<file path="src/rtl/m68k_bus_responder_pkg.sv">
// Shared types and constants for the WM1200 68EC020 local-bus responder.
// Optional bus-error timeout is selected by WM1200_BERR_TIMEOUT_EN in the top.
package wm1200_bus_pkg;

   typedef enum logic [1:0] {
      PORT32   = 2'b00,
      PORT16   = 2'b01,
      PORT8    = 2'b10,
      PORT_OFF = 2'b11
   } port_w_t;

   typedef enum logic [2:0] {
      IDLE    = 3'd0,
      DECODE  = 3'd1,
      WAIT    = 3'd2,
      ACK     = 3'd3,
      RELEASE = 3'd4,
      ARMED   = 3'd5,
      ERR     = 3'd6
   } resp_state_t;

   localparam logic [2:0] FC_CPU_SPACE = 3'b111;

   localparam logic [1:0] DSACK_32   = 2'b00;
   localparam logic [1:0] DSACK_16   = 2'b01;
   localparam logic [1:0] DSACK_8    = 2'b10;
   localparam logic [1:0] DSACK_NONE = 2'b11;

   localparam logic [1:0] SIZE_LONG  = 2'b00;
   localparam logic [1:0] SIZE_BYTE  = 2'b01;
   localparam logic [1:0] SIZE_WORD  = 2'b10;
   localparam logic [1:0] SIZE_3BYTE = 2'b11;

   function automatic logic [1:0] dsack_for_port(input port_w_t port);
      logic [1:0] code;
      case (port)
         PORT32:  code = DSACK_32;
         PORT16:  code = DSACK_16;
         PORT8:   code = DSACK_8;
         default: code = DSACK_NONE;
      endcase
      return code;
   endfunction

endpackage

</file>
<file path="src/rtl/m68k_bus_responder_if.sv">
// CPU bus and backend handshake signals of the m68k bus responder.
// The responder connects through the slave modport, the CPU/backend side through master.
interface m68k_bus_responder_if #(
   parameter int NUM_REGIONS = 4,
   parameter int ADDR_W      = 24
);
   logic [ADDR_W-1:0]      A;
   logic [2:0]             fc;
   logic                   r_w;
   logic                   as_n;
   logic                   ds_n;
   logic [1:0]             size;
   logic                   bk_ready;
   logic [1:0]             dsack_n;
   logic                   berr_n;
   logic                   d_buff_oe_n;
   logic                   d_buff_dir;
   logic                   bk_req;
   logic [NUM_REGIONS-1:0] bk_sel;
   logic [ADDR_W-1:0]      bk_addr;
   logic                   bk_rw;
   logic [1:0]             bk_size;
   logic                   bk_abort;

   modport master (
      output A, fc, r_w, as_n, ds_n, size, bk_ready,
      input  dsack_n, berr_n, d_buff_oe_n, d_buff_dir,
             bk_req, bk_sel, bk_addr, bk_rw, bk_size, bk_abort
   );

   modport slave (
      input  A, fc, r_w, as_n, ds_n, size, bk_ready,
      output dsack_n, berr_n, d_buff_oe_n, d_buff_dir,
             bk_req, bk_sel, bk_addr, bk_rw, bk_size, bk_abort
   );
endinterface

</file>
<file path="src/rtl/m68k_bus_responder_chk.sv">
// Protocol checker bound into the responder: data strobe only inside an
// address strobe, and DSACK only ever asserted while acknowledging.
module m68k_bus_responder_chk
   import wm1200_bus_pkg::*;
(
   input logic        clk,
   input logic        rst_n,
   input logic        as_s,
   input logic        ds_s,
   input resp_state_t state,
   input logic [1:0]  dsack_n
);
   a_ds_inside_as: assert property (@(posedge clk) disable iff (!rst_n)
      !ds_s |-> !as_s);

   a_dsack_only_in_ack: assert property (@(posedge clk) disable iff (!rst_n)
      (dsack_n != DSACK_NONE) |-> (state == ACK));
endmodule

</file>
<file path="src/rtl/m68k_bus_responder_sync_2ff.sv">
// Two-flop synchroniser with a configurable reset preset, used for the
// asynchronous 68k strobes.
module sync_2ff #(
   parameter int               WIDTH  = 1,
   parameter logic [WIDTH-1:0] PRESET = {WIDTH{1'b1}}
) (
   input  logic             clk,
   input  logic             rst_n,
   input  logic [WIDTH-1:0] d,
   output logic [WIDTH-1:0] q
);
   logic [WIDTH-1:0] meta_r;
   logic [WIDTH-1:0] sync_r;

   // metastability stage followed by the stable output stage
   always_ff @(posedge clk or negedge rst_n) begin
      if (!rst_n) begin
         meta_r <= PRESET;
         sync_r <= PRESET;
      end else begin
         meta_r <= d;
         sync_r <= meta_r;
      end
   end

   assign q = sync_r;
endmodule

</file>
<file path="src/rtl/m68k_bus_responder.sv">
// Multi-region 68EC020 bus-cycle terminator with dynamic bus sizing and abort.
// Define WM1200_BERR_TIMEOUT_EN to add the WAIT timeout and bus-error (ERR) path.
module m68k_bus_responder
   import wm1200_bus_pkg::*;
#(
   parameter int NUM_REGIONS    = 4,
   parameter int ADDR_W         = 24,
   parameter int WAIT_W         = 4,
   parameter int TIMEOUT_CYCLES = 64
) (
   input  logic                          cpuclk_a,
   input  logic                          rst_n,
   input  logic [NUM_REGIONS*ADDR_W-1:0] cfg_base,
   input  logic [NUM_REGIONS*ADDR_W-1:0] cfg_mask,
   input  logic [NUM_REGIONS*2-1:0]      cfg_port,
   input  logic [NUM_REGIONS*WAIT_W-1:0] cfg_waits,
   m68k_bus_responder_if.slave           bus
);
   logic as_s;
   logic ds_s;

   resp_state_t state_r, next_s;

   logic [ADDR_W-1:0]      addr_r;
   logic [2:0]             fc_r;
   logic                   rw_r;
   logic [1:0]             size_r;
   logic [WAIT_W-1:0]      wait_cnt_r;
   port_w_t                port_r;

   logic [NUM_REGIONS-1:0] match_s;
   logic [NUM_REGIONS-1:0] hit_sel_s;
   logic                   hit_any_s;
   logic [1:0]             hit_port_s;
   logic [WAIT_W-1:0]      hit_waits_s;
   logic                   launch_s;
   logic                   tmo_done_s;

   logic [1:0]             dsack_r, dsack_s;
   logic                   oe_n_r, oe_n_s;
   logic                   dir_r, dir_s;
   logic                   req_r, req_s;
   logic                   abort_r, abort_s;
   logic [NUM_REGIONS-1:0] sel_r, sel_s;
   logic [ADDR_W-1:0]      bk_addr_r;
   logic                   bk_rw_r;
   logic [1:0]             bk_size_r;

   sync_2ff #(.WIDTH(1), .PRESET(1'b1)) u_as_sync (
      .clk(cpuclk_a), .rst_n(rst_n), .d(bus.as_n), .q(as_s)
   );

   sync_2ff #(.WIDTH(1), .PRESET(1'b1)) u_ds_sync (
      .clk(cpuclk_a), .rst_n(rst_n), .d(bus.ds_n), .q(ds_s)
   );

   // region compare; the lowest matching index is isolated as the one-hot select
   always_comb begin
      match_s     = '0;
      hit_port_s  = 2'b00;
      hit_waits_s = '0;
      for (int i = 0; i < NUM_REGIONS; i++) begin
         match_s[i] = ((addr_r & cfg_mask[i*ADDR_W +: ADDR_W]) ==
                       (cfg_base[i*ADDR_W +: ADDR_W] & cfg_mask[i*ADDR_W +: ADDR_W])) &&
                      (port_w_t'(cfg_port[i*2 +: 2]) != PORT_OFF) &&
                      (fc_r != FC_CPU_SPACE);
      end
      hit_sel_s = match_s & (~match_s + NUM_REGIONS'(1));
      hit_any_s = |match_s;
      for (int i = 0; i < NUM_REGIONS; i++) begin
         hit_port_s  = hit_port_s  | ({2{hit_sel_s[i]}} & cfg_port[i*2 +: 2]);
         hit_waits_s = hit_waits_s | ({WAIT_W{hit_sel_s[i]}} & cfg_waits[i*WAIT_W +: WAIT_W]);
      end
   end

`ifdef WM1200_BERR_TIMEOUT_EN
   localparam int TMO_W = $clog2(TIMEOUT_CYCLES + 1);

   logic [TMO_W-1:0] tmo_cnt_r;
   logic             berr_r, berr_s;

   assign tmo_done_s = (tmo_cnt_r == TMO_W'(TIMEOUT_CYCLES - 1));

   // cycles spent in WAIT since the backend request
   always_ff @(posedge cpuclk_a or negedge rst_n) begin
      if (!rst_n) begin
         tmo_cnt_r <= '0;
      end else if (launch_s) begin
         tmo_cnt_r <= '0;
      end else if (state_r == WAIT && !tmo_done_s) begin
         tmo_cnt_r <= tmo_cnt_r + TMO_W'(1);
      end else begin
         tmo_cnt_r <= tmo_cnt_r;
      end
   end
`else
   assign tmo_done_s = 1'b0;
`endif

   // FSM state register
   always_ff @(posedge cpuclk_a or negedge rst_n) begin
      if (!rst_n) begin
         state_r <= IDLE;
      end else begin
         state_r <= next_s;
      end
   end

   // next state and next registered output values
   always_comb begin
      next_s   = state_r;
      launch_s = 1'b0;
      req_s    = 1'b0;
      abort_s  = 1'b0;
      dsack_s  = dsack_r;
      oe_n_s   = oe_n_r;
      dir_s    = dir_r;
      sel_s    = sel_r;
`ifdef WM1200_BERR_TIMEOUT_EN
      berr_s   = berr_r;
`endif
      case (state_r)
         IDLE: begin
            if (!as_s) begin
               next_s = DECODE;
            end else begin
               next_s = IDLE;
            end
         end
         DECODE: begin
            if (hit_any_s) begin
               next_s   = WAIT;
               launch_s = 1'b1;
               req_s    = 1'b1;
               sel_s    = hit_sel_s;
               oe_n_s   = 1'b0;
               dir_s    = rw_r;
            end else begin
               next_s = ARMED;
            end
         end
         WAIT: begin
            // abort outranks a ready backend, and a ready backend outranks timeout
            if (as_s) begin
               next_s  = IDLE;
               abort_s = 1'b1;
               oe_n_s  = 1'b1;
               dir_s   = 1'b0;
               sel_s   = '0;
            end else if (wait_cnt_r == '0 && bus.bk_ready) begin
               next_s  = ACK;
               dsack_s = dsack_for_port(port_r);
            end else if (tmo_done_s) begin
               next_s  = ERR;
               dsack_s = DSACK_NONE;
               oe_n_s  = 1'b1;
               dir_s   = 1'b0;
`ifdef WM1200_BERR_TIMEOUT_EN
               berr_s  = 1'b0;
`endif
            end else begin
               next_s = WAIT;
            end
         end
         ACK: begin
            if (as_s) begin
               next_s  = RELEASE;
               dsack_s = DSACK_NONE;
               oe_n_s  = 1'b1;
               dir_s   = 1'b0;
               sel_s   = '0;
            end else begin
               next_s = ACK;
            end
         end
         RELEASE: begin
            next_s = IDLE;
         end
         ARMED: begin
            if (as_s) begin
               next_s = IDLE;
            end else begin
               next_s = ARMED;
            end
         end
         ERR: begin
            if (as_s) begin
               next_s = IDLE;
               sel_s  = '0;
`ifdef WM1200_BERR_TIMEOUT_EN
               berr_s = 1'b1;
`endif
            end else begin
               next_s = ERR;
            end
         end
         default: begin
            next_s = IDLE;
         end
      endcase
   end

   // cycle capture at DECODE entry and wait-state countdown
   always_ff @(posedge cpuclk_a or negedge rst_n) begin
      if (!rst_n) begin
         addr_r     <= '0;
         fc_r       <= 3'b000;
         rw_r       <= 1'b0;
         size_r     <= 2'b00;
         wait_cnt_r <= '0;
         port_r     <= PORT_OFF;
         bk_addr_r  <= '0;
         bk_rw_r    <= 1'b0;
         bk_size_r  <= 2'b00;
      end else begin
         if (state_r == IDLE && !as_s) begin
            addr_r <= bus.A;
            fc_r   <= bus.fc;
            rw_r   <= bus.r_w;
            size_r <= bus.size;
         end
         if (launch_s) begin
            wait_cnt_r <= hit_waits_s;
            port_r     <= port_w_t'(hit_port_s);
            bk_addr_r  <= addr_r;
            bk_rw_r    <= rw_r;
            bk_size_r  <= size_r;
         end else if (state_r == WAIT && wait_cnt_r != '0) begin
            wait_cnt_r <= wait_cnt_r - WAIT_W'(1);
         end
      end
   end

   // registered bus and backend outputs
   always_ff @(posedge cpuclk_a or negedge rst_n) begin
      if (!rst_n) begin
         dsack_r <= DSACK_NONE;
         oe_n_r  <= 1'b1;
         dir_r   <= 1'b0;
         req_r   <= 1'b0;
         abort_r <= 1'b0;
         sel_r   <= '0;
`ifdef WM1200_BERR_TIMEOUT_EN
         berr_r  <= 1'b1;
`endif
      end else begin
         dsack_r <= dsack_s;
         oe_n_r  <= oe_n_s;
         dir_r   <= dir_s;
         req_r   <= req_s;
         abort_r <= abort_s;
         sel_r   <= sel_s;
`ifdef WM1200_BERR_TIMEOUT_EN
         berr_r  <= berr_s;
`endif
      end
   end

   assign bus.dsack_n     = dsack_r;
   assign bus.d_buff_oe_n = oe_n_r;
   assign bus.d_buff_dir  = dir_r;
   assign bus.bk_req      = req_r;
   assign bus.bk_abort    = abort_r;
   assign bus.bk_sel      = sel_r;
   assign bus.bk_addr     = bk_addr_r;
   assign bus.bk_rw       = bk_rw_r;
   assign bus.bk_size     = bk_size_r;
`ifdef WM1200_BERR_TIMEOUT_EN
   assign bus.berr_n      = berr_r;
`else
   assign bus.berr_n      = 1'b1;
`endif

   m68k_bus_responder_chk u_chk (
      .clk     (cpuclk_a),
      .rst_n   (rst_n),
      .as_s    (as_s),
      .ds_s    (ds_s),
      .state   (state_r),
      .dsack_n (dsack_r)
   );
endmodule

</file>
<file path="src/flat_wrapper.sv">
// flat-port wrapper written by rule: the top's interface ports become plain ports
module m68k_bus_responder_flat import wm1200_bus_pkg::*;
#(
   parameter int NUM_REGIONS    = 4,
   parameter int ADDR_W         = 24,
   parameter int WAIT_W         = 4,
   parameter int TIMEOUT_CYCLES = 64
)
  (cpuclk_a, rst_n, cfg_base, cfg_mask, cfg_port, cfg_waits, bus_A, bus_fc, bus_r_w, bus_as_n, bus_ds_n, bus_size, bus_bk_ready, bus_dsack_n, bus_berr_n, bus_d_buff_oe_n, bus_d_buff_dir, bus_bk_req, bus_bk_sel, bus_bk_addr, bus_bk_rw, bus_bk_size, bus_bk_abort);
  m68k_bus_responder_if #(.NUM_REGIONS(NUM_REGIONS), .ADDR_W(ADDR_W)) bus_i ();
  input  logic cpuclk_a;
  input  logic rst_n;
  input  logic [NUM_REGIONS*ADDR_W-1:0] cfg_base;
  input  logic [NUM_REGIONS*ADDR_W-1:0] cfg_mask;
  input  logic [NUM_REGIONS*2-1:0] cfg_port;
  input  logic [NUM_REGIONS*WAIT_W-1:0] cfg_waits;
  input wire logic [$bits(bus_i.A)-1:0] bus_A;
  input wire logic [$bits(bus_i.fc)-1:0] bus_fc;
  input wire logic [$bits(bus_i.r_w)-1:0] bus_r_w;
  input wire logic [$bits(bus_i.as_n)-1:0] bus_as_n;
  input wire logic [$bits(bus_i.ds_n)-1:0] bus_ds_n;
  input wire logic [$bits(bus_i.size)-1:0] bus_size;
  input wire logic [$bits(bus_i.bk_ready)-1:0] bus_bk_ready;
  output wire logic [$bits(bus_i.dsack_n)-1:0] bus_dsack_n;
  output wire logic [$bits(bus_i.berr_n)-1:0] bus_berr_n;
  output wire logic [$bits(bus_i.d_buff_oe_n)-1:0] bus_d_buff_oe_n;
  output wire logic [$bits(bus_i.d_buff_dir)-1:0] bus_d_buff_dir;
  output wire logic [$bits(bus_i.bk_req)-1:0] bus_bk_req;
  output wire logic [$bits(bus_i.bk_sel)-1:0] bus_bk_sel;
  output wire logic [$bits(bus_i.bk_addr)-1:0] bus_bk_addr;
  output wire logic [$bits(bus_i.bk_rw)-1:0] bus_bk_rw;
  output wire logic [$bits(bus_i.bk_size)-1:0] bus_bk_size;
  output wire logic [$bits(bus_i.bk_abort)-1:0] bus_bk_abort;
  assign bus_i.A = bus_A;
  assign bus_i.fc = bus_fc;
  assign bus_i.r_w = bus_r_w;
  assign bus_i.as_n = bus_as_n;
  assign bus_i.ds_n = bus_ds_n;
  assign bus_i.size = bus_size;
  assign bus_i.bk_ready = bus_bk_ready;
  assign bus_dsack_n = bus_i.dsack_n;
  assign bus_berr_n = bus_i.berr_n;
  assign bus_d_buff_oe_n = bus_i.d_buff_oe_n;
  assign bus_d_buff_dir = bus_i.d_buff_dir;
  assign bus_bk_req = bus_i.bk_req;
  assign bus_bk_sel = bus_i.bk_sel;
  assign bus_bk_addr = bus_i.bk_addr;
  assign bus_bk_rw = bus_i.bk_rw;
  assign bus_bk_size = bus_i.bk_size;
  assign bus_bk_abort = bus_i.bk_abort;
  m68k_bus_responder #(.NUM_REGIONS(NUM_REGIONS), .ADDR_W(ADDR_W), .WAIT_W(WAIT_W), .TIMEOUT_CYCLES(TIMEOUT_CYCLES)) u_core (.cpuclk_a(cpuclk_a), .rst_n(rst_n), .cfg_base(cfg_base), .cfg_mask(cfg_mask), .cfg_port(cfg_port), .cfg_waits(cfg_waits), .bus(bus_i));
endmodule
</file>
<file path="config.mk">
export PLATFORM = sky130hd
export DESIGN_NAME = m68k_bus_responder_flat
export DESIGN_NICKNAME = d
export VERILOG_FILES = /design/src/rtl/m68k_bus_responder_pkg.sv /design/src/rtl/m68k_bus_responder_if.sv /design/src/rtl/m68k_bus_responder_chk.sv /design/src/rtl/m68k_bus_responder_sync_2ff.sv /design/src/rtl/m68k_bus_responder.sv /design/src/flat_wrapper.sv
export SDC_FILE = /design/constraint.sdc
export NUM_CORES = 1
export LEC_CHECK = 0
export CAP_MARGIN = 10
export CORE_MARGIN = 5
export CORE_UTILIZATION = 35
export CTS_BUF_LIST = sky130_fd_sc_hd__clkbuf_8
export CTS_CLUSTER_SIZE = 10
export DETAILED_ROUTE_END_ITERATION = 8
export PLACE_DENSITY_LB_ADDON = 0.05
export SYNTH_ARGS = -nofsm -noshare
export SYNTH_HDL_FRONTEND = slang
export SYNTH_HIERARCHICAL = 1
export SYNTH_SLANG_ARGS = --single-unit
export TNS_END_PERCENT = 100
</file>
<file path="constraint.sdc">
create_clock -name cpuclk_a -period 2.53 [get_ports cpuclk_a]
set_input_delay 0.3795 -clock cpuclk_a [delete_from_list [all_inputs] [get_ports cpuclk_a]]
set_output_delay 0.3795 -clock cpuclk_a [all_outputs]
set_load 0.05 [all_outputs]
</file>
==> run metrics <==
worst setup path end=u_core/bus.bk_addr[2]; CP Max Fanout=7; placed cell areas=0.008023 sq mm; post-DR wirelength/cell=20.88 microns; global placement routability congestion=0.9064; cell count after synthesis=447; Vias/cell=4.928; Fin. Hold Viols=0; IO buf count=286; syn nets=700; Max transition margin=47.77%; worst r2r dst=u_core/bus.bk_addr[2]; latest clock arrival within the worst-skew pair=360 ps; Synth area leaders=dfrtp_1 (37%), xor2_1 (18%), mux2_2 (7.8%); Power Density=822.5 mW/mm^2; H-tree Lvls=3; Clock Skews=6.552 ps; Seq/Total Area, Yosys=41.13%; final-stage net count=1,033; RR Startpoint=u_core/addr_r[1]; Setup WS post-layout=-82.30 ps; CP peak stage delay=450 ps; Worst Setup Start Kind=register; Min-Delay Path Class=in2async; # IOs=289; Initial Utilization=35.86%; share of layout cells above drive strength 1=24.33%; die width=126.7 microns; worst-path cell chain=buf_4 -> xor2_1 -> a22oi_1 -> nand4_1 -> nor4_4 -> nor2_2 -> a31oi_4 -> buf_6 -> clkbuf_16 -> mux2_4; Fmax=382.8 MHz; CP arrival=2860 ps; Hold Slack=85.00 ps; RSZ-0062 raised after global routing=true; clock-pin slew on the worst setup and hold paths=90 ps; Post-Layout Inst Area=0.008706 sq mm; CORE AREA=0.01330 sq mm; leakage power total=3.632 nW; Starting DRT DRC Count=293; Final Instance Count excl. Fillers=961; die area=0.01605 sq mm; CP max-delay cell=dfrtp_2; status=finished with violations; root buf cell=clkbuf_8; count of different cell masters after synthesis=52; Synth area leader=dfrtp_1; period utilization=103.3%; CTS max path bufs=2; first-pass GRT wire length=29.99 mm; CP startpoint=u_core/addr_r[1]; Vias=4,736; post-synth top area share=37.27%; TritonCTS buffer count=9; FP Rows=42; number of flops mapped to enable cells by yosys=0; Pre-Repair DR Iteration Count=5; synth warn=6; Max-Cap Viols=0; antenna diode count=0; Placed Cells=917; initial antenna violation count=0; GRT Overall Usage=24.80%; largest net degree at the start of global routing=62; Tightest Pin Transition=783.4 ps; Setup-failing EPs final=25; Layout area overhead=82.62%; Slew Viols, Final=0; R2R Setup Slk=-80 ps; Synth Flop Type=dfrtp_1; synthesized cell area=0.004767 sq mm; violated checks=negative setup slack; DRT antenna net count=0; Routed WL=20.07 mm; die height=126.7 microns; Worst EP required=2780 ps; Worst setup EP type=register; CTS tree=built; Setup CP Type=reg2reg; clock sink total=78; post-layout min period=2612 ps; Reg2Reg Depth=10; Synth Area per Inst=10.66 sq um; vias in the first global route=5,193; DPL Wire Length=16.51 mm; DRC viols=0; worst vdd ir=0.3478 mV; Post-synth ARST share=100.0%; #FFs+latches synth=78; grt ovf=0
[repair_timing]
item,in CTS,in global routing
cloned,1,1
resized for setup,42,32
setup buffers,15,17
pin swaps,13,20
setup endpoints to repair,43,43
hold buffers,0,0
[sequential cells by signal, summed over array words and instances, names as in the netlist, 2 cells and up]
name and cells:
u_core/addr_r 24, u_core/bus.bk_addr 24, u_core/bus.bk_sel 4, u_core/wait_cnt_r 4, u_core/fc_r 3, u_core/state_r 3, u_core/bus.bk_size 2, u_core/bus.dsack_n 2
u_core/port_r 2, u_core/size_r 2
[worst min-delay path by stage]
stage | from | to | slack [ps]
2_1_floorplan | rst_n | u_core/addr_r[0] | 80
3_3_place_gp | u_core/u_as_sync/meta_r | u_core/u_as_sync/q | 350
3_5_place_dp | u_core/u_as_sync/meta_r | u_core/u_as_sync/q | 350
4_1_cts | rst_n | u_core/bus.bk_abort | 110
5_1_grt | rst_n | u_core/bus.bk_addr[9] | 150
6_report | rst_n | u_core/addr_r[9] | 80
[power breakdown]
| part | switching [W] | internal [W] | leakage (nW) |
|---|---|---|---|
| logic | 0.00190 | 0.00209 | 2.58 |
| clock network | 0.000484 | 0.000386 | 0.0849 |
| registers | 0.000587 | 0.00171 | 0.965 |
| total | 0.00297 | 0.00419 | 3.63 |
[area by class of cell]
class / count / area, sq um
Inverter: 12 / 45.04
Clock inverter: 6 / 45.04
Sequential cell: 78 / 1983
Clock buffer: 10 / 137.6
Fill cell: 1068 / 4589
Tap cell: 176 / 220.2
Multi-Input combinational cell: 321 / 2783
Timing Repair Buffer: 358 / 3492
[synthesized netlist by cell type, types with 2 or more instances]
| cell | instances |
|---|---|
| o211ai_1 | 5 |
| nand3_1 | 7 |
| a222oi_1 | 2 |
| a22o_1 | 2 |
| nor3b_1 | 2 |
| a31oi_1 | 5 |
| and3_1 | 2 |
| o21ai_0 | 9 |
| ha_1 | 2 |
| o22ai_1 | 2 |
| buf_2 | 10 |
| a221oi_1 | 5 |
| mux2_1 | 23 |
| nand2_1 | 28 |
| o221ai_1 | 2 |
| a21oi_1 | 2 |
| buf_6 | 3 |
| nand2b_1 | 4 |
| o22a_1 | 4 |
| mux2_2 | 33 |
| clkbuf_1 | 21 |
| xor2_1 | 97 |
| dfrtp_1 | 71 |
| nor2_1 | 13 |
| nor4_2 | 2 |
| dfstp_2 | 7 |
| xnor2_1 | 2 |
| nor3_1 | 4 |
| inv_1 | 11 |
| nand4_1 | 8 |
| a22oi_1 | 38 |
[metrics by stage]
| step | setup TNS [ps] | power, W | setup WS [ps] | utilization (%) |
|---|---|---|---|---|
| after detailed placement | -27910 | 0.005797 | -708.9 | 60.34 |
| final | -1461 | 0.007160 | -82.30 | 65.48 |
| after global placement | -24580 | 0.005724 | -629.9 | 60.34 |
| after global routing | -3644 | 0.007598 | -151.4 | 65.48 |
| after CTS | -512.5 | 0.006965 | -52.19 | 63.92 |
| after floorplan | 0 | 0.004201 | 95.28 | - |
[critical path: cells and delay by family (launching register included)]
| kind | cells | cell delay [ps] |
|---|---|---|
| AO/OA/AOI/OAI | 2 | 400 |
| buffers and inverters | 3 | 480 |
| XOR/XNOR | 1 | 150 |
| multiplexers | 1 | 300 |
| AND/OR/NAND/NOR | 3 | 700 |
| flip-flops | 1 | 450 |
[per-layer routing]
layer  global-route usage (%)  vias up  wire, microns
met3                    7.608       28           1515
met1                    29.00     2257           7744
met2                    42.71      199          10280
met5                        0        -              0
met4                    9.274        0            524
li1                         -     2252              -
[cells in the final DEF (no fill, tap or decap), drive strengths merged, types with 2 or more instances in the layout]
cell | synthesis | final
dfstp | 7 | 7
nand4 | 8 | 8
a21oi | 2 | 2
o211ai | 5 | 5
and3 | 2 | 2
nand2 | 28 | 28
a221oi | 6 | 6
a31oi | 6 | 6
o22a | 4 | 4
nor3b | 2 | 2
buf | 15 | 72
nor4 | 4 | 4
o21ai | 9 | 9
o221ai | 2 | 2
xnor2 | 2 | 2
clkinvlp | 0 | 3
a22oi | 38 | 38
ha | 2 | 2
clkbuf | 21 | 11
nand3 | 7 | 7
inv | 12 | 13
dfrtp | 71 | 71
nor2 | 14 | 14
clkdlybuf4s50 | 0 | 285
a22o | 2 | 2
a222oi | 2 | 2
nor3 | 4 | 4
mux2 | 56 | 56
clkinv | 0 | 2
xor2 | 97 | 97
nand2b | 4 | 4
o22ai | 2 | 2
[cells by family (layout without fill, tap and decap cells)]
kind of cell	count (synthesis)	in the layout	share of synthesized area (%)
buffers and inverters	48	386	4.593
muxes	56	56	13.23
xor gates and xnor gates	99	99	18.19
AOI/OAI and AO/OA	88	88	14.23
other	1	1	0.07866
DFF	78	78	41.13
adders and majority gates	2	2	0.5249
and+or+nand+nor	75	75	8.032
(Power assumes the default switching activity.)
==> edit 1: new RTL, same flow settings <==
`PRESET` is set to 1'b1 in 2 places; all go to 1'b0.
--- a/src/rtl/m68k_bus_responder.sv
+++ b/src/rtl/m68k_bus_responder.sv
@@ -46,11 +46,11 @@
    logic                   bk_rw_r;
    logic [1:0]             bk_size_r;
 
-   sync_2ff #(.WIDTH(1), .PRESET(1'b1)) u_as_sync (
+   sync_2ff #(.WIDTH(1), .PRESET(1'b0)) u_as_sync (
       .clk(cpuclk_a), .rst_n(rst_n), .d(bus.as_n), .q(as_s)
    );
 
-   sync_2ff #(.WIDTH(1), .PRESET(1'b1)) u_ds_sync (
+   sync_2ff #(.WIDTH(1), .PRESET(1'b0)) u_ds_sync (
       .clk(cpuclk_a), .rst_n(rst_n), .d(bus.ds_n), .q(ds_s)
    );
 
Formal check against the unedited RTL: not equivalent (Yosys sat finds a counterexample within 4 cycles, from zero or initial values and one cycle with rst_n low).
==> edit 1 against the unedited design <==
The run still ends with setup timing left; design area up 2.3%; final cell count down 0.31%; non-clock buffer count fell by 3; count of clock-buffer cells in the layout fell by 1; worst setup slack better by 0.89 ps; global-route usage rose by 0.43 points; routed wire length is 1.9% higher; sequential cell count is the same; synthesized area is essentially flat; total power is 5.1% higher; hold slack better by 75 ps; critical path type unchanged; highest routed layer unchanged.
==> edit 1: results (changes against the unedited design) <==
Synth top cells by count: 97 x xor2_1, 73 x dfrtp_1, 38 x a22oi_1, 33 x mux2_2, 28 x nand2_1
largest net degree at the start of global routing: 79 (+27%)
Avg WL per Cell: 21.34 um (+2.2%)
Final #Nets: 1,030 (-0.29%)
ant diodes: 0 (unchanged)
Net Count, Synth: 700 (unchanged)
reg-to-reg critical path startpoint: u_core/addr_r[21]
All-Layer GR Usage: 25.22% (+0.43 points)
reg2reg path depth: 9 (-1)
Max-Cap Viols: 0 (unchanged)
Clock transition at path regs: 90 ps (about the same)
WL met3: 1.708 mm (+13%)
Leak: 0.003714 uW (+2.2%)
top area cells in the synthesized netlist: dfrtp_1 38%, xor2_1 18%, mux2_2 7.8%
fillcell total: 1,086 (+1.7%)
final setup violating endpoints: 28 (+12%)
routability cong.: 0.8700 (-4.0%)
Vias/cell: 5.046 (+2.4%)
Initial DRT Pass Iterations: 4 (-1)
status: complete, but fails checks
post-synthesis sequential area ratio: 41.10% (about the same)
comb pwr: 4030 uW (+1%)
Distinct cells, synth: 52 (unchanged)
vias in the first global route: 5,423 (+4.4%)
Clock power frac: 15.4% (+3.3 points)
clock skew: 8.869 ps (+2.317 ps)
Worst Slack Setup Final: -81.41 ps (+0.8879 ps)
share of post-route cells with drive strength above 1: 24.68% (+0.35 points)
peak supply drop: 0.3828 mV (+10%)
net load switching power: 3036 uW (+2.2%)
initial antenna violation count: 0 (unchanged)
CP peak stage delay: 490 ps (+40 ps)
TNS Setup: -1382 ps (+79.47 ps)
met1 Use GR: 28.22% (-0.78 points)
failing checks: setup timing
crit-path max FO: 6 (-1)
sequential power share: 31.1% (-1.0 points)
FF-to-FF End: u_core/bus.bk_addr[22]
Tightest Pin Transition: 1007 ps (+223.1 ps)
DR top layer: met4
metal2 WL: 10.69 mm (+3.9%)
met2 usage: 44.89% (+2.2 points)
HPWL after DPL: 16.35 mm (-0.98%)
Met1 Wirelength: 7.444 mm (-3.9%)
power share of the combinational group: 53.5% (-2.3 points)
first-pass GRT wire length: 30.80 mm (+2.7%)
CP delay by family, top: simple AND/OR/NAND/NOR gates
## edit 1: cell type report
class	count	share of cell area [%]
repair buffers	355	39.58
multi-input cells	321	32.52
flip-flops and latches	78	22.16
well taps	176	2.474
clock buffers	9	1.391
clock inverters	7	1.363
inverters	12	0.5060
## edit 1: timing repair
item / CTS / global route
cloned: 4 / 0
hold buffers: 0 / 0
buffers inserted: 16 / 7
endpoints found under the setup margin: 43 / 43
gates resized for setup: 53 / 47
pin swaps: 13 / 26
## edit 1: worst max path at each step
stage / startpoint / endpoint / slack, ps / cells past startpoint
after floorplan: u_core/addr_r[1] / u_core/bus.bk_addr[10] / 100 / 9
final: u_core/addr_r[21] / u_core/bus.bk_addr[22] / -80 / 9
after global placement: cfg_base[30] / u_core/bus.bk_addr[3] / -590 / 10
after global routing: u_core/addr_r[3] / u_core/bus.bk_addr[22] / -210 / 9
after CTS: u_core/addr_r[14] / u_core/bus.bk_addr[12] / -100 / 10
after detailed placement: cfg_base[30] / u_core/bus.bk_addr[2] / -600 / 10
## edit 1: metrics by stage
stage          cells  instance area (um2)  utilization (%)  hold WS (ps)  setup WS [ps]
3_3_place_gp     920                 8055            60.59         336.0         -589.9
6_report         958                 8902            66.96         160.2         -81.41
5_1_grt          958                 8902            66.96         241.9         -207.6
4_1_cts          956                 8725            65.62         210.6         -103.3
2_1_floorplan    447                 4765                -         83.91          95.28
3_5_place_dp     920                 8055            60.59         336.5         -601.3
## edit 1: cells by family after synthesis
group                      Yosys count  synth area share (%)
buffers and inverters               48                 4.596
other                                1               0.07871
and+or+nand+nor                     75                 8.036
xor gates and xnor gates            99                 18.20
muxes                               56                 13.24
DFF                                 78                 41.10
adders and majority gates            2                0.5251
AOI/OAI and AO/OA                   88                 14.23
==> edit 2: new RTL, config.mk and constraints unchanged <==
Without the edit above. The 7 states of `resp_state_t` get a one-hot encoding in 7 bits.
--- a/src/rtl/m68k_bus_responder_pkg.sv
+++ b/src/rtl/m68k_bus_responder_pkg.sv
@@ -9,14 +9,14 @@
       PORT_OFF = 2'b11
    } port_w_t;
 
-   typedef enum logic [2:0] {
-      IDLE    = 3'd0,
-      DECODE  = 3'd1,
-      WAIT    = 3'd2,
-      ACK     = 3'd3,
-      RELEASE = 3'd4,
-      ARMED   = 3'd5,
-      ERR     = 3'd6
+   typedef enum logic [6:0] {
+      IDLE    = 7'b0000001,
+      DECODE  = 7'b0000010,
+      WAIT    = 7'b0000100,
+      ACK     = 7'b0001000,
+      RELEASE = 7'b0010000,
+      ARMED   = 7'b0100000,
+      ERR     = 7'b1000000
    } resp_state_t;
 
    localparam logic [2:0] FC_CPU_SPACE = 3'b111;
Formal check against the unedited RTL: same outputs for any inputs over 10 cycles, from zero or initial values and one cycle with rst_n low; not proved beyond that.
==> edit 2 against the unedited design <==
The flow still finishes with violations (setup timing); synthesized area is 4.8% higher; worst setup slack improved by 7.3 ps; total power shrank 14%; design area rose by 2.7%; count of clock-buffer cells in the layout is 1 lower; clock skew increased by 4.9 ps; sequential cell count grew 4; first-iteration DRC count is 11% lower; routed wire length grew 12%; fmax increased by 0.28%.
==> edit 2: results (changes against the unedited design) <==
status: complete, but fails checks
failing checks: setup timing
fillcell total: 1,171 (+9.6%)
initial antenna violation count: 2 (+2)
post-synthesis sequential area ratio: 41.28% (+0.15 points)
Leak: 0.004013 uW (+10%)
Met1 Wirelength: 9.212 mm (+19%)
WL met3: 1.730 mm (+14%)
final core utilization: 64.17% (-1.3 points)
share of post-route cells with drive strength above 1: 18.43% (-5.9 points)
Data buffer area share: 39.11% (-1.0 points)
final setup violating endpoints: 24 (-4.0%)
DR top layer: met5
comb_multi_in: 385 (+20%)
FF-to-FF End: u_core/bus.bk_addr[17]
met1 Use GR: 31.81% (+2.8 points)
WHS: 364.4 ps (+279.4 ps)
Reg area: 0.002079 mm2 (+4.9%)
reg-to-reg critical path startpoint: u_core/addr_r[6]
top area cells in the synthesized netlist: dfrtp_1 37%, xor2_1 17%, nand2_1 7.6%
GR Util met3: 7.131% (-0.48 points)
post-CTS setup buffers: 8 (-7)
HPWL after DPL: 18.06 mm (+9.4%)
Initial DRT Pass Iterations: 4 (-1)
ClkCell Share: 2.365% (+0.27 points)
Yosys reg bits: 82 (+5.1%)
met2 usage: 44.94% (+2.2 points)
Worst Slack Setup Final: -75.00 ps (+7.301 ps)
first-pass GRT wire length: 32.66 mm (+8.9%)
All-Layer GR Usage: 26.02% (+1.2 points)
cts hold-fix bufs: 1 (+1)
## edit 2: cell types whose count changed after synthesis, moves of 5 or more
cell / change
nor2_1: +5
mux2_2: -25
a22oi_1: -8
o211ai_1: -5
nand2_1: +73
## edit 2: kinds of logic after synthesis
group	Yosys count	synth area share, %
buf+inv	54	5.010
xor+xnor	97	17.01
mux	29	6.513
flops	82	41.28
simple gates	163	15.03
compound gates	93	14.58
fa+ha+maj	2	0.5009
other cells	1	0.07508
## edit 2: worst max-delay path by stage
stage	start	to	slack [ps]	cells after the start
after floorplan	u_core/addr_r[19]	u_core/bus.bk_addr[0]	200	9
after global placement	cfg_base[88]	u_core/wait_cnt_r[2]	-500	10
after detailed placement	cfg_base[88]	u_core/wait_cnt_r[2]	-520	10
after CTS	u_core/addr_r[4]	u_core/bus.bk_addr[9]	-6	10
after global routing	u_core/addr_r[6]	u_core/bus.bk_addr[16]	-130	10
final	u_core/addr_r[6]	u_core/bus.bk_addr[17]	-80	10
